[src/rtl/cpu_pkg.sv]
// Shared CPU definitions: datapath width, reset fetch address and the
// fetch entry layout carried from the fetch front end to decode.
package cpu_pkg;

  localparam int XLEN = 32;

  localparam logic [XLEN-1:0] RESET_PC = '0;

  // One buffered instruction together with the address it was fetched from.
  typedef struct packed {
    logic [XLEN-1:0] pc;
    logic [XLEN-1:0] instr;
  } fetch_entry_t;

endpackage

[src/rtl/sync_fifo.sv]
// Single-clock FIFO with synchronous clear, occupancy count and a head word
// that is always visible on head_o (no read latency).
module sync_fifo #(
  parameter int WIDTH = 64,
  parameter int DEPTH = 4
) (
  input  logic                       clk,
  input  logic                       rst,
  input  logic                       clr_i,
  input  logic                       push_i,
  input  logic [WIDTH-1:0]           push_data_i,
  input  logic                       pop_i,
  output logic [WIDTH-1:0]           head_o,
  output logic [$clog2(DEPTH):0]     count_o
);

  localparam int PTR_W = $clog2(DEPTH);
  localparam int CNT_W = PTR_W + 1;

  logic [WIDTH-1:0] mem_q [DEPTH];
  logic [PTR_W-1:0] wr_ptr_q;
  logic [PTR_W-1:0] rd_ptr_q;
  logic [CNT_W-1:0] count_q;
  logic             do_pop;
  logic             full;

  // Popping an empty FIFO is ignored so callers need not gate pop_i.
  assign do_pop  = pop_i && (count_q != '0);
  assign full    = (count_q == CNT_W'(DEPTH));
  assign head_o  = mem_q[rd_ptr_q];
  assign count_o = count_q;

  // Storage: write the pushed word at the write pointer. A push and pop on a
  // full FIFO reuse the head slot, which is safe because the head moves on.
  always_ff @(posedge clk) begin
    if (push_i && !clr_i && !rst) begin
      mem_q[wr_ptr_q] <= push_data_i;
    end
  end

  // Pointers and occupancy; pointers wrap naturally because DEPTH is a power of 2.
  always_ff @(posedge clk) begin
    if (rst || clr_i) begin
      wr_ptr_q <= '0;
      rd_ptr_q <= '0;
      count_q  <= '0;
    end else begin
      if (push_i) begin
        wr_ptr_q <= wr_ptr_q + PTR_W'(1);
      end
      if (do_pop) begin
        rd_ptr_q <= rd_ptr_q + PTR_W'(1);
      end
      case ({push_i, do_pop})
        2'b10:   count_q <= count_q + CNT_W'(1);
        2'b01:   count_q <= count_q - CNT_W'(1);
        default: count_q <= count_q;
      endcase
    end
  end

  // The producer must never push into a full FIFO unless the head leaves too.
  a_no_overflow: assert property (@(posedge clk) disable iff (rst || clr_i)
    !(push_i && !do_pop && full));

endmodule

[src/rtl/ifetch_queue.sv]
// Instruction fetch front end: drives the code ROM address, captures the word
// returned one cycle later, buffers {pc, word} pairs and hands them to decode
// over a valid/ready handshake. A redirect flushes everything and restarts.
module ifetch_queue
  import cpu_pkg::XLEN;
#(
  parameter int                ADDR_W   = XLEN,
  parameter int                DATA_W   = XLEN,
  parameter int                DEPTH    = 4,
  parameter logic [ADDR_W-1:0] RESET_PC = ADDR_W'(cpu_pkg::RESET_PC)
) (
  input  logic              clk,
  input  logic              rst,
  output logic [ADDR_W-1:0] code_addr,
  input  logic [DATA_W-1:0] code_data,
  input  logic              code_rdl,
  input  logic              redirect_en,
  input  logic [ADDR_W-1:0] redirect_pc,
  output logic              inst_valid,
  output logic [DATA_W-1:0] inst_data,
  output logic [ADDR_W-1:0] inst_pc,
  input  logic              inst_ready
);

  localparam int CNT_W = $clog2(DEPTH) + 1;
  localparam int ENT_W = ADDR_W + DATA_W;

  logic [ADDR_W-1:0] fetch_pc_q, fetch_pc_d;
  logic [ADDR_W-1:0] pend_pc_q, pend_pc_d;
  logic              pend_q, pend_d;

  logic [CNT_W-1:0]  fifo_count;
  logic [ENT_W-1:0]  fifo_head;
  logic              fifo_push;
  logic              fifo_pop;
  logic              head_valid;
  logic              drop;
  logic              issue;
  logic [CNT_W:0]    occupancy;

  // Words already buffered plus the one still in flight from the ROM.
  assign occupancy  = {1'b0, fifo_count} + (CNT_W + 1)'(pend_q);
  assign head_valid = (fifo_count != '0);

  // A lost response replays its address; a same-cycle issue is suppressed so
  // the ROM answer for the following address is never mistaken for this one.
  assign drop       = pend_q && !code_rdl;
  assign issue      = !redirect_en && !drop && (occupancy < (CNT_W + 1)'(DEPTH));

  // Redirect discards the in-flight word and voids any pop in the same cycle.
  assign fifo_push  = pend_q && code_rdl && !redirect_en;
  assign fifo_pop   = head_valid && inst_ready && !redirect_en;

  // Next fetch address and in-flight tracking: redirect, then replay, then issue.
  always_comb begin
    fetch_pc_d = fetch_pc_q;
    pend_pc_d  = pend_pc_q;
    pend_d     = pend_q;
    if (redirect_en) begin
      fetch_pc_d = redirect_pc;
      pend_d     = 1'b0;
    end else if (drop) begin
      fetch_pc_d = pend_pc_q;
      pend_d     = 1'b0;
    end else begin
      pend_d = issue;
      if (issue) begin
        pend_pc_d  = fetch_pc_q;
        fetch_pc_d = fetch_pc_q + ADDR_W'(1);
      end
    end
  end

  // Fetch state registers.
  always_ff @(posedge clk) begin
    if (rst) begin
      fetch_pc_q <= RESET_PC;
      pend_pc_q  <= RESET_PC;
      pend_q     <= 1'b0;
    end else begin
      fetch_pc_q <= fetch_pc_d;
      pend_pc_q  <= pend_pc_d;
      pend_q     <= pend_d;
    end
  end

  sync_fifo #(
    .WIDTH (ENT_W),
    .DEPTH (DEPTH)
  ) u_fifo (
    .clk         (clk),
    .rst         (rst),
    .clr_i       (redirect_en),
    .push_i      (fifo_push),
    .push_data_i ({pend_pc_q, code_data}),
    .pop_i       (fifo_pop),
    .head_o      (fifo_head),
    .count_o     (fifo_count)
  );

  // Outputs come straight from registers; an empty queue presents zeros.
  assign code_addr  = fetch_pc_q;
  assign inst_valid = head_valid;
  assign inst_pc    = head_valid ? fifo_head[ENT_W-1:DATA_W] : '0;
  assign inst_data  = head_valid ? fifo_head[DATA_W-1:0]     : '0;

endmodule

[config.mk]
export PLATFORM = sky130hd
export DESIGN_NAME = ifetch_queue
export DESIGN_NICKNAME = d
export VERILOG_FILES = /design/src/rtl/cpu_pkg.sv /design/src/rtl/sync_fifo.sv /design/src/rtl/ifetch_queue.sv
export SDC_FILE = /design/constraint.sdc
export NUM_CORES = 1
export LEC_CHECK = 0
export BUFFER_PORTS_ARGS = -buffer_cell sky130_fd_sc_hd__buf_2
export CORE_UTILIZATION = 55
export CTS_CLUSTER_DIAMETER = 100
export DETAILED_ROUTE_END_ITERATION = 12
export MAX_ROUTING_LAYER = met4
export PLACE_DENSITY = 0.76
export REMOVE_ABC_BUFFERS = 1
export SKIP_LAST_GASP = 1
export SYNTH_ARGS = -nofsm -noshare
export SYNTH_HDL_FRONTEND = slang
export SYNTH_SLANG_ARGS = --single-unit
[constraint.sdc]
create_clock -name clk -period 5.8 [get_ports clk]
set_input_delay 1.16 -clock clk [delete_from_list [all_inputs] [get_ports clk]]
set_output_delay 1.16 -clock clk [all_outputs]
set_load 0.03 [all_outputs]
-- Word-level counts from Yosys, hierarchy flattened
Memories as Yosys holds them, arrays and structs flattened. A register that Yosys moved wholly into a read port is not among the register bits.
Index checks and enable logic that the tools add are counted.
- add/subtract/negate cells: 6
- $lt $le $gt $ge: 1
- eq/ne operators: 2
- mux-type cells: 10
- bitwise operators: 2
- reductions and logical operators: 20
- operators with widths (operator ; count):
    $mux 32 ; 5
    $add 32x1->32 const B ; 1
    $logic_and 1x1->1 ; 10
    $pmux 3 s2 ; 1
    $reduce_bool 3->1 ; 2
    $add 2x1->2 const B ; 2
    $add 3x1->4 ; 1
    $logic_not 1->1 ; 4
    $lt 4x3->1 const B ; 1
    $mux 2 ; 2
    $add 3x1->3 const B ; 1
    $reduce_and 3->1 ; 1
    $reduce_or 3->1 ; 1
    $sub 3x1->3 const B ; 1
    $eq 2x1->1 const B ; 1
    $eq 2x2->1 const B ; 1
    $mux 1 ; 2
    $not 1->1 ; 2
    $reduce_bool 2->1 ; 1
    $logic_or 1x1->1 ; 1
- bits in registers: 72
- memory bits (writable): 256
- output and inout port bits: 97
- word-level logic and storage cells: 48
- memories kept: 1
- memories (name ; depth ; width ; rd ports ; clocked after Yosys merged registers in ; write ports ; RTL line ; text):
    u_fifo.mem_q ; 4 ; 64 ; 1 ; 1 ; 1 ; sync_fifo.sv:20 ; logic [WIDTH-1:0] mem_q [DEPTH];

-- Depth between registers and ports, before layout
- depth after elaboration: 8
- mapped depth: 10
- depth with buffers taken out: 8

-- Cells and area by module
Synthesis repeated with hierarchy kept, for this count alone.
- cell total of the unflattened synthesis: 940
- area total of the unflattened synthesis: 13726.9 µm²
- modules (own cells, without submodules) (module ; times used ; cells each ; area an instance (µm²) ; seq. area each (µm²)):
    sync_fifo ; 1 ; 382 ; 9756.9 ; 7867.5
    ifetch_queue ; 1 ; 558 ; 3970.1 ; 1301.2

-- Worst setup path before layout
OpenSTA, ideal clock, no wires.
- path type: in2reg
- start: input redirect_en
- end: memory u_fifo.mem_q[0][0] (enable)
- setup time: 429 ps
- data arrival time: 3347 ps
- path slack: 2024 ps
- stages on the path: 4
- buffers on the path: 2
- cells stage by stage: clkbuf_1 > buf_1 > nor2_1 > and3_1
- word-level cells in the longest chain between the ends: 6
- ends and longest elaborated chain (what ; RTL line ; text):
    start: declaration ; ifetch_queue.sv:17 ; input logic redirect_en,
    $logic_not 1->1 (*) ; sync_fifo.sv:36, ifetch_queue.sv:51 ;
    $logic_and 1x1->1 ; ifetch_queue.sv:51 ; assign fifo_push = pend_q && code_rdl && !redirect_en;
    $logic_and 1x1->1 (*) (2 in a row) ; sync_fifo.sv:36 ; if (push_i && !clr_i && !rst) begin
    $mux 1 (*) ; sync_fifo.sv:36 ;
    $mux 1 (not written as such) (*) ; sync_fifo.sv:37 ; mem_q[wr_ptr_q] <= push_data_i;
    end: declaration ; sync_fifo.sv:20 ;
Every way passes the cells marked *; elsewhere a longest branch is shown, timed or not.

==> impl_metrics.env <==
export IMPL_wire_per_inst_um=20.8
export IMPL_clock_skew_ns=0.0158
export IMPL_postSynthCellCount=933
export IMPL_cts_resized=0
export IMPL_r2r_cells=5
export IMPL_synth_top_area_cell="edfxtp_1"
export IMPL_worstHoldStart="code_addr[31]"
export IMPL_final_util_pct=65.0
export IMPL_drc=0
export IMPL_slew_headroom_pct=29.5
export IMPL_synthMuxAreaShare_pct=10.7
export IMPL_grt_max_degree=66
export IMPL_synthSimpleGateAreaFrac_pct=11.0
export IMPL_fmax_ghz=0.256
export IMPL_mostFrequentLayoutCell="edfxtp_1"
export IMPL_synth_compound_area_share_pct=6.79
export IMPL_clk_latency_ns=0.51
export IMPL_slew_viol_final=0
export IMPL_regArea_mm2=0.00918
export IMPL_met1_usage_pct=34.1
export IMPL_ctsLongestPathBuffers=3
export IMPL_htree_levels=2
export IMPL_diodes=0
export IMPL_cp_max_fo=27
export IMPL_synth_top_family_by_area="simple AND/OR/NAND/NOR gates"
export IMPL_power_leakage_nw=5.55
export IMPL_min_path_type="register to register"
export IMPL_num_rows=57
export IMPL_worstHoldPathCells=2
export IMPL_place_congestion=0.848
export IMPL_vias_per_cell=5.92
export IMPL_grt_pass1_vias=8296
export IMPL_synth_ff_type="edfxtp_1"
export IMPL_layout_common_cells="edfxtp_1 (256), buf_2 (165), nand2_1 (101)"
export IMPL_worst_setup_path_end_kind="primary output"
export IMPL_power_density_mw_per_mm2=311
export IMPL_coreArea_mm2=0.0242
export IMPL_grt_use_met2_pct=38.3
export IMPL_worstMarginPinSlew_ns=1.06
export IMPL_initial_core_util_pct=56.0
export IMPL_synth_edff_count=256
export IMPL_antenna_found_initial=0
export IMPL_clk_pin_slew_ns=0.06
export IMPL_timing_worst_setup_path_type="register to primary output"
export IMPL_finalHoldViolations=0
export IMPL_postSynthAreaPerCell_um2=14.6
export IMPL_rrSetupSlack_ns=3.47
export IMPL_holdPathEnd="pend_pc_q[31]"
export IMPL_synth_seq_cells=330
export IMPL_ir_drop_mv=0.196
export IMPL_synth_async_reset_ratio_pct=0
export IMPL_startpoint_type="register"
export IMPL_syn2layout_area_growth_pct=15.9
export IMPL_final_layout_size_suffix_gt1_share_pct=27.2
export IMPL_postCtsHoldBufs=0
export IMPL_die_w_um=159
export IMPL_cts_tree="yes"
export IMPL_num_nets_final=1161
export IMPL_root_buffer="clkbuf_16"
export IMPL_gr_total_overflow=0
export IMPL_grt_use_total_pct=24.9
export IMPL_reg2reg_from="pend_q"
export IMPL_num_fill_cells=1794
export IMPL_ios=166
export IMPL_post_cts_buffers=0
export IMPL_die_h_um=159
export IMPL_synthXorXnorAreaFrac_pct=1.16
export IMPL_dp_final_hpwl_um=17900
export IMPL_synth_warning_count=0
export IMPL_r2r_end="code_addr[25]"
export IMPL_cap_violations=0
export IMPL_wl_um=29800
export IMPL_finalSetupTns_ns=0
export IMPL_outcome="finished clean"
export IMPL_synthAdderAreaFrac_pct=0.700
export IMPL_cts_buffers_inserted=34
export IMPL_firstDrtPassIters=5
export IMPL_grt_util_met3_pct=3.91
export IMPL_period_share_pct=67.2
export IMPL_worstPathArrival_ns=2.74
export IMPL_synth_top_area_share_pct=56.6
export IMPL_required_ns=4.64
export IMPL_synth_cell_types=56
export IMPL_rsz0062_at_grt="false"
export IMPL_final_antenna_net_count=0
export IMPL_setup_violations=0
export IMPL_grt_first_pass_wirelength_um=46900
export IMPL_period_minus_slack_ns=3.90
export IMPL_ys_top_cells_by_area="edfxtp_1 (57%), dfxtp_1 (11%), mux4_2 (11%)"
export IMPL_multi_input_comb_area_mm2=0.00415
export IMPL_syn_area_mm2=0.0136
export IMPL_die_area_mm2=0.0253
export IMPL_busiest_layer="met2"
export IMPL_via_count=8489
export IMPL_drt_initial_drc_count=705
export IMPL_portBuffers=165
export IMPL_ys_seq_area_share_pct=67.5
export IMPL_cts_sinks=330
==> power breakdown <==
part	total, W	leakage (nW)	switching [W]	internal (W)
clock network	0.00206	0.512	0.000863	0.00120
logic	0.000225	2.03	0.000147	0.0000777
registers	0.00262	3.00	0.0000465	0.00257
==> layer usage <==
metal	share of wire [%]	routed length, µm
met4	2.8	830
met3	6.4	1910
met2	47	14000
met5	0	0
met1	44	13000
==> final cells by class <==
type | instances | share of cell area (%)
inverter | 11 | 0.262
clock inverter | 9 | 0.635
tap | 324 | 2.57
sequential | 330 | 58.2
timing repair buffer | 177 | 5.81
clock buffer | 53 | 6.11
multi-input combinational | 531 | 26.4
==> per-stage QoR <==
stage          hold WS [ns]  worst slack (ns)  total power [W]  cell area [µm²]  instances
5_1_grt               0.542              1.67          0.00506            15800       1435
3_3_place_gp          0.487              2.30          0.00288            14700       1373
6_report              0.497              1.90          0.00490            15800       1435
4_1_cts               0.488              1.80          0.00493            15800       1435
2_1_floorplan         0.465              1.00          0.00278            13300        872
3_5_place_dp          0.492              2.22          0.00289            14700       1373
==> flip-flops by register name (all words and copies together), names as in the netlist, named ones only <==
register,flops
code_addr,32
u_fifo.wr_ptr_q,2
pend_pc_q,32
u_fifo.count_o,3
u_fifo.rd_ptr_q,2
pend_q,1
u_fifo.mem_q,256
==> synthesized netlist by cell type (3+ instances only) <==
library cell,count
a211oi_1,11
a21o_1,3
a21oi_1,61
a31oi_1,9
a41oi_1,3
and2_1,70
and3_1,11
and4_1,6
buf_1,4
buf_2,11
buf_4,3
clkbuf_1,42
dfxtp_1,74
edfxtp_1,256
ha_1,6
inv_1,11
mux4_2,64
nand2_1,101
nand2b_1,3
nand3_1,14
nand4_1,12
nor2_1,45
nor3_1,12
nor4_1,5
o211ai_1,3
o21a_1,3
o21ai_0,19
o221ai_1,3
o22ai_1,4
o31ai_1,6
or3_1,6
or4_1,3
xnor2_1,10
xor2_1,8
==> logic make-up (layout without fill, tap and decap cells) <==
logic type               after synthesis  after routing
XOR/XNOR                              18             18
flip-flops                           330            330
multiplexers                          65             65
buffers and inverters                 72            250
adder cells (fa/ha/maj)                7              7
AND/OR/NAND/NOR                      295            295
AO/OA/AOI/OAI                        146            146
==> worst max-delay path: stages (launching register included) <==
cell and delay (ns):
dfxtp_4 0.74, buf_4 0.54, mux4_2 0.59, and2_1 0.17, buf_2 0.17
==> worst max-delay path by stage <==
stage | from | endpoint | slack [ns]
finish | register | inst_data[24] | 1.90
global route | register | inst_data[24] | 1.67
CTS | register | inst_data[10] | 1.80
detailed placement | redirect_en | u_fifo.count_o[2] | 2.22
global placement | redirect_en | u_fifo.count_o[2] | 2.30
floorplan | register | inst_data[0] | 1.00
No activity file was read; power rests on OpenSTA's default activity.
